<file path="src/rtl/apb_master_fsm.sv">
// apb_master_fsm
// APB-side transfer sequencer for the AHB-to-APB bridge. Takes one latched
// AHB request at a time, decodes it to one of three peripheral selects and
// runs a two-phase APB transfer (SETUP then a single-cycle ACCESS). Every
// output is a flop; next values are computed from the next state so that no
// input reaches an output combinationally.

module apb_master_fsm (
    input  logic        Hclk,
    input  logic        Hresetn,
    input  logic        valid,
    input  logic        hwrite_reg,
    input  logic [31:0] haddr,
    input  logic [31:0] hwdata,
    input  logic [31:0] prdata,
    output logic        hready_out,
    output logic [31:0] hrdata,
    output logic        rd_done,
    output logic        pwrite,
    output logic        penable,
    output logic [2:0]  psel,
    output logic [31:0] paddr,
    output logic [31:0] pwdata
);

    typedef enum logic [2:0] {
        S_IDLE,
        S_READ,
        S_RENABLE,
        S_WWAIT,
        S_WRITE,
        S_WENABLE
    } state_t;

    state_t      state;
    state_t      state_next;

    logic [31:0] addr_reg;
    logic [31:0] addr_next;

    logic        accept;
    logic        hready_next;
    logic [2:0]  psel_next;
    logic        penable_next;
    logic        pwrite_next;
    logic [31:0] paddr_next;
    logic [31:0] pwdata_next;

    // Top six address bits select one of three 64 MB windows at 0x8000_0000.
    function automatic logic [2:0] decode(input logic [5:0] top);
        case (top)
            6'b100000: decode = 3'b001;
            6'b100001: decode = 3'b010;
            6'b100010: decode = 3'b100;
            default:   decode = 3'b000;
        endcase
    endfunction

    // Acceptance needs a free sequencer and an address inside the map.
    assign accept = valid && hready_out && (decode(haddr[31:26]) != 3'b000);

    // Next state plus next values for every registered output. The transfer
    // direction is carried by the state path itself, so only the address is
    // held separately for use after the write data phase.
    always_comb begin
        state_next   = state;
        addr_next    = addr_reg;
        hready_next  = hready_out;
        psel_next    = psel;
        penable_next = penable;
        pwrite_next  = pwrite;
        paddr_next   = paddr;
        pwdata_next  = pwdata;

        if (accept) begin
            addr_next = haddr;
        end

        case (state)
            S_IDLE, S_RENABLE, S_WENABLE: begin
                if (accept) begin
                    state_next = hwrite_reg ? S_WWAIT : S_READ;
                end else begin
                    state_next = S_IDLE;
                end
            end
            S_READ:  state_next = S_RENABLE;
            S_WWAIT: state_next = S_WRITE;
            S_WRITE: state_next = S_WENABLE;
            default: state_next = S_IDLE;
        endcase

        case (state_next)
            S_IDLE: begin
                hready_next  = 1'b1;
                psel_next    = 3'b000;
                penable_next = 1'b0;
                pwrite_next  = 1'b0;
            end
            S_READ: begin
                hready_next  = 1'b0;
                psel_next    = decode(haddr[31:26]);
                paddr_next   = haddr;
                penable_next = 1'b0;
                pwrite_next  = 1'b0;
            end
            S_RENABLE: begin
                hready_next  = 1'b1;
                penable_next = 1'b1;
            end
            S_WWAIT: begin
                hready_next  = 1'b0;
                psel_next    = 3'b000;
                penable_next = 1'b0;
                pwrite_next  = 1'b0;
            end
            S_WRITE: begin
                hready_next  = 1'b0;
                psel_next    = decode(addr_reg[31:26]);
                paddr_next   = addr_reg;
                pwdata_next  = hwdata;
                penable_next = 1'b0;
                pwrite_next  = 1'b1;
            end
            S_WENABLE: begin
                hready_next  = 1'b1;
                penable_next = 1'b1;
            end
            default: begin
                hready_next  = 1'b1;
                psel_next    = 3'b000;
                penable_next = 1'b0;
                pwrite_next  = 1'b0;
            end
        endcase
    end

    // State, latched address and APB/AHB output registers.
    always_ff @(posedge Hclk or negedge Hresetn) begin
        if (!Hresetn) begin
            state      <= S_IDLE;
            addr_reg   <= 32'h0;
            hready_out <= 1'b1;
            psel       <= 3'b000;
            penable    <= 1'b0;
            pwrite     <= 1'b0;
            paddr      <= 32'h0;
            pwdata     <= 32'h0;
        end else begin
            state      <= state_next;
            addr_reg   <= addr_next;
            hready_out <= hready_next;
            psel       <= psel_next;
            penable    <= penable_next;
            pwrite     <= pwrite_next;
            paddr      <= paddr_next;
            pwdata     <= pwdata_next;
        end
    end

    // Read data return: capture at the end of a read ACCESS, strobe once.
    always_ff @(posedge Hclk or negedge Hresetn) begin
        if (!Hresetn) begin
            hrdata  <= 32'h0;
            rd_done <= 1'b0;
        end else begin
            rd_done <= (state == S_RENABLE);
            if (state == S_RENABLE) begin
                hrdata <= prdata;
            end
        end
    end

endmodule

</file>
<file path="config.mk">
export PLATFORM = sky130hd
export DESIGN_NAME = apb_master_fsm
export DESIGN_NICKNAME = d
export VERILOG_FILES = /design/src/rtl/apb_master_fsm.sv
export SDC_FILE = /design/constraint.sdc
export NUM_CORES = 1
export LEC_CHECK = 0
export ABC_AREA = 1
export CORE_MARGIN = 1.5
export CORE_UTILIZATION = 45
export CTS_BUF_LIST = sky130_fd_sc_hd__clkbuf_16
export CTS_CLUSTER_DIAMETER = 120
export CTS_CLUSTER_SIZE = 16
export DETAILED_ROUTE_END_ITERATION = 10
export HOLD_SLACK_MARGIN = 0.15
export PLACE_DENSITY = 0.79
export RECOVER_POWER = 100
export SKIP_LAST_GASP = 1
export SLEW_MARGIN = 15
export SYNTH_ARGS = -nofsm -noshare
export SYNTH_HDL_FRONTEND = slang
export SYNTH_SLANG_ARGS = --single-unit
</file>
<file path="constraint.sdc">
create_clock -name Hclk -period 1.9 [get_ports Hclk]
set_input_delay 0.475 -clock Hclk [delete_from_list [all_inputs] [get_ports Hclk]]
set_output_delay 0.475 -clock Hclk [all_outputs]
set_load 0.05 [all_outputs]
</file>
==> results.json, run 1 <==
{
  "status": "finished clean",
  "ios": 203,
  "multi_input_area_um2": 1849,
  "clkTransAtPathRegs_ps": 50,
  "worstSetupPathType": "register to primary output",
  "grt_pass1_vias": 4957,
  "yosysTopAreaCell": "dfrtp_1",
  "netlist-cell-type-count": 21,
  "track_usage": 0.2267,
  "antenna_found_initial": 0,
  "utilization": 0.6531,
  "yosys-top-cells-count": "nand2_1 (326), dfrtp_1 (137), o21ai_0 (60)",
  "critPathMaxStageDelay_ps": 480,
  "worstPathRequired_ps": 1420,
  "period_share": 0.9055,
  "dieWidth_um": 114.9,
  "crit_arrival_ps": 1250,
  "viasPerCell": 4.767,
  "route.vias.total": 5020,
  "total_power_uw": 11170,
  "area_growth_syn_to_layout_pct": 40.33,
  "initial_core_util": 0.4654,
  "routabilityCongestion": 0.7771,
  "synth_area_leaders": "dfrtp_1 (61%), nand2_1 (22%), o21ai_0 (5.3%), nand3_1 (3.6%), inv_1 (2.9%)",
  "hp-class": "register to register",
  "yosysWarnings": 0,
  "cp_num_buf_inv": 1,
  "clockRootBuffer": "clkbuf_16",
  "ant_nets": 0,
  "setup_viol": 0,
  "drc": 0,
  "crit_fanout": 2,
  "clockBufferDepth": 2,
  "clock_skew_ps": 6.843,
  "fin_ws_ps": 179.5,
  "leakage_uw": 0.004069,
  "irDropWorstVdd_uv": 558.7,
  "rsz0062_at_grt": "false",
  "synthArstFlopShare": 1.000,
  "slew-limit-headroom": 0.3705,
  "drt-initial-drc-count": 329,
  "cts_htree_levels": 4,
  "tightest_slew_ps": 943.2,
  "n_antenna_cell": 0,
  "grt.overflow.total": 0,
  "pwr-share-seq": 0.369,
  "power.switching_uw": 4673,
  "power.share.switching": 0.4182,
  "syn_inst": 665,
  "insertion_delay_ps": 410,
  "synth.most_common_cell": "nand2_1",
  "synth_enable_flop_cells": 0,
  "fp.dieH_um": 114.9,
  "synth_fp_nets": 765,
  "nFillCells": 1073,
  "post_cts_buffers": 0,
  "hold_viol_final": 0,
  "final_cells": 1053,
  "dp_cells": 1020,
  "grt_max_degree": 97,
  "p_comb_frac": 0.361,
  "netlist_area_um2": 5637,
  "grt_pass1_wl_um": 23200,
  "rows": 40,
  "clock-sinks": 138,
  "drt-wirelength-per-cell_um": 13.70,
  "core_um2": 12110,
  "synthFlopType": "dfrtp_1",
  "drv_cap": 0,
  "cp-start-kind": "register",
  "path_cells": "clkbuf_1",
  "layout.nets": 972,
  "avgSynthCellArea_um2": 8.476,
  "portBuffers": 202,
  "die_area_um2": 13210,
  "synth-seq-area-share": 0.6129,
  "first_pass_iters": 5,
  "end_kind": "primary output",
  "numCtsBuffers": 17,
  "p_per_area_nw_per_um2": 1413,
  "dp_slack_ps": -202.8,
  "ys_ff_latch": 138,
  "cpLargestDelayFamily": "buffers and inverters",
  "drv_slew": 0,
  "regArea_um2": 3455,
  "yosysTopAreaCellShare": 0.6082,
  "drt-total-wl_um": 14430,
  "min_period_ps": 1720,
  "cts_tree": "built",
  "clkPwrFrac": 0.270,
  "fmax_mhz": 581.2,
  "slowest_stage": "clkbuf_1",
  "p_int_uw": 6501,
  "hpwl_um": 9997,
  "drive_above_1_share": 0.1356
}
cells in the final DEF (no fill, tap or decap), drive strengths merged:
| master | n |
|---|---|
| buf | 16 |
| nand4 | 2 |
| nor2 | 10 |
| clkinvlp | 1 |
| nor4 | 2 |
| inv | 47 |
| nand2 | 327 |
| dlygate4sd3 | 1 |
| bufinv | 2 |
| o21ai | 60 |
| clkbuf | 125 |
| dfrtp | 137 |
| o21bai | 1 |
| dfstp | 1 |
| clkdlybuf4s50 | 98 |
| and3 | 1 |
| nor3 | 1 |
| nand3 | 41 |
| clkinv | 12 |
layer usage:
layer,GRT usage,vias to the layer above,share of wire
li1,-,2469,-
met1,0.2745,2374,0.42
met2,0.3806,152,0.50
met3,0.06484,25,0.055
met4,0.09712,0,0.023
met5,0,-,0
power groups by stage:
stage	clock network, µW	logic (µW)	registers, µW
2_1_floorplan	0	760	6260
3_3_place_gp	0	4410	4160
3_5_place_dp	0	4480	4180
4_1_cts	3070	4500	4140
5_1_grt	3200	4290	4210
6_report	3020	4030	4120
cell type report:
type,instances,share of cell area
clock inverter,15,0.01455
sequential,138,0.4367
tap,168,0.02657
timing repair buffer,223,0.2123
multi-input combinational,445,0.2338
clock buffer,17,0.05378
inverter,47,0.02230
kinds of logic after synthesis:
group	after synthesis	share of synthesized area
buf+inv	82	0.05993
flops	138	0.6129
simple gates	384	0.2726
compound gates	61	0.05461
tightest hold or removal path, delay by kind of cell, from the launching register on:
family / cells / cell delay (ps)
buffers and inverters: 1 / 60
and+or+nand+nor: 1 / 60
DFF: 1 / 310
worst paths after layout:
path	from	slack (ps)	cells past startpoint	end
max in group asynchronous	Hresetn	350	3	hready_out
setup / recovery	pwdata[22]	180	1	pwdata[22]
hold / removal	addr_reg[31]	460	2	addr_reg[31]
min in group asynchronous	Hresetn	740	2	pwdata[9]
setup reg to reg	hready_out	270	8	paddr[29]
hold reg to reg	addr_reg[31]	460	2	addr_reg[31]
timing repair:
| action | 4_1_cts | 5_1_grt |
|---|---|---|
| endpoints found under the hold margin | 29 | 0 |
| hold buffers | 1 | 0 |
| gates resized for setup | 0 | 0 |
per-stage QoR:
stage / hold WS [ps] / TNS, ps / area (µm²)
global placement: 385.7 / -4670 / 7707
CTS: 462.4 / 0 / 8258
global route: 476.2 / 0 / 7910
detailed placement: 388.0 / -7245 / 7707
floorplan: 179.4 / 0 / 5637
finish: 462.7 / 0 / 7910
No activity file was read; power rests on OpenSTA's default activity.
==> run 2: changes to the inputs <==
CAP_MARGIN = 20   (was default)
==> results of run 2 <==
Same layout as run 1: the final DEF is identical, and so are final timing and power.
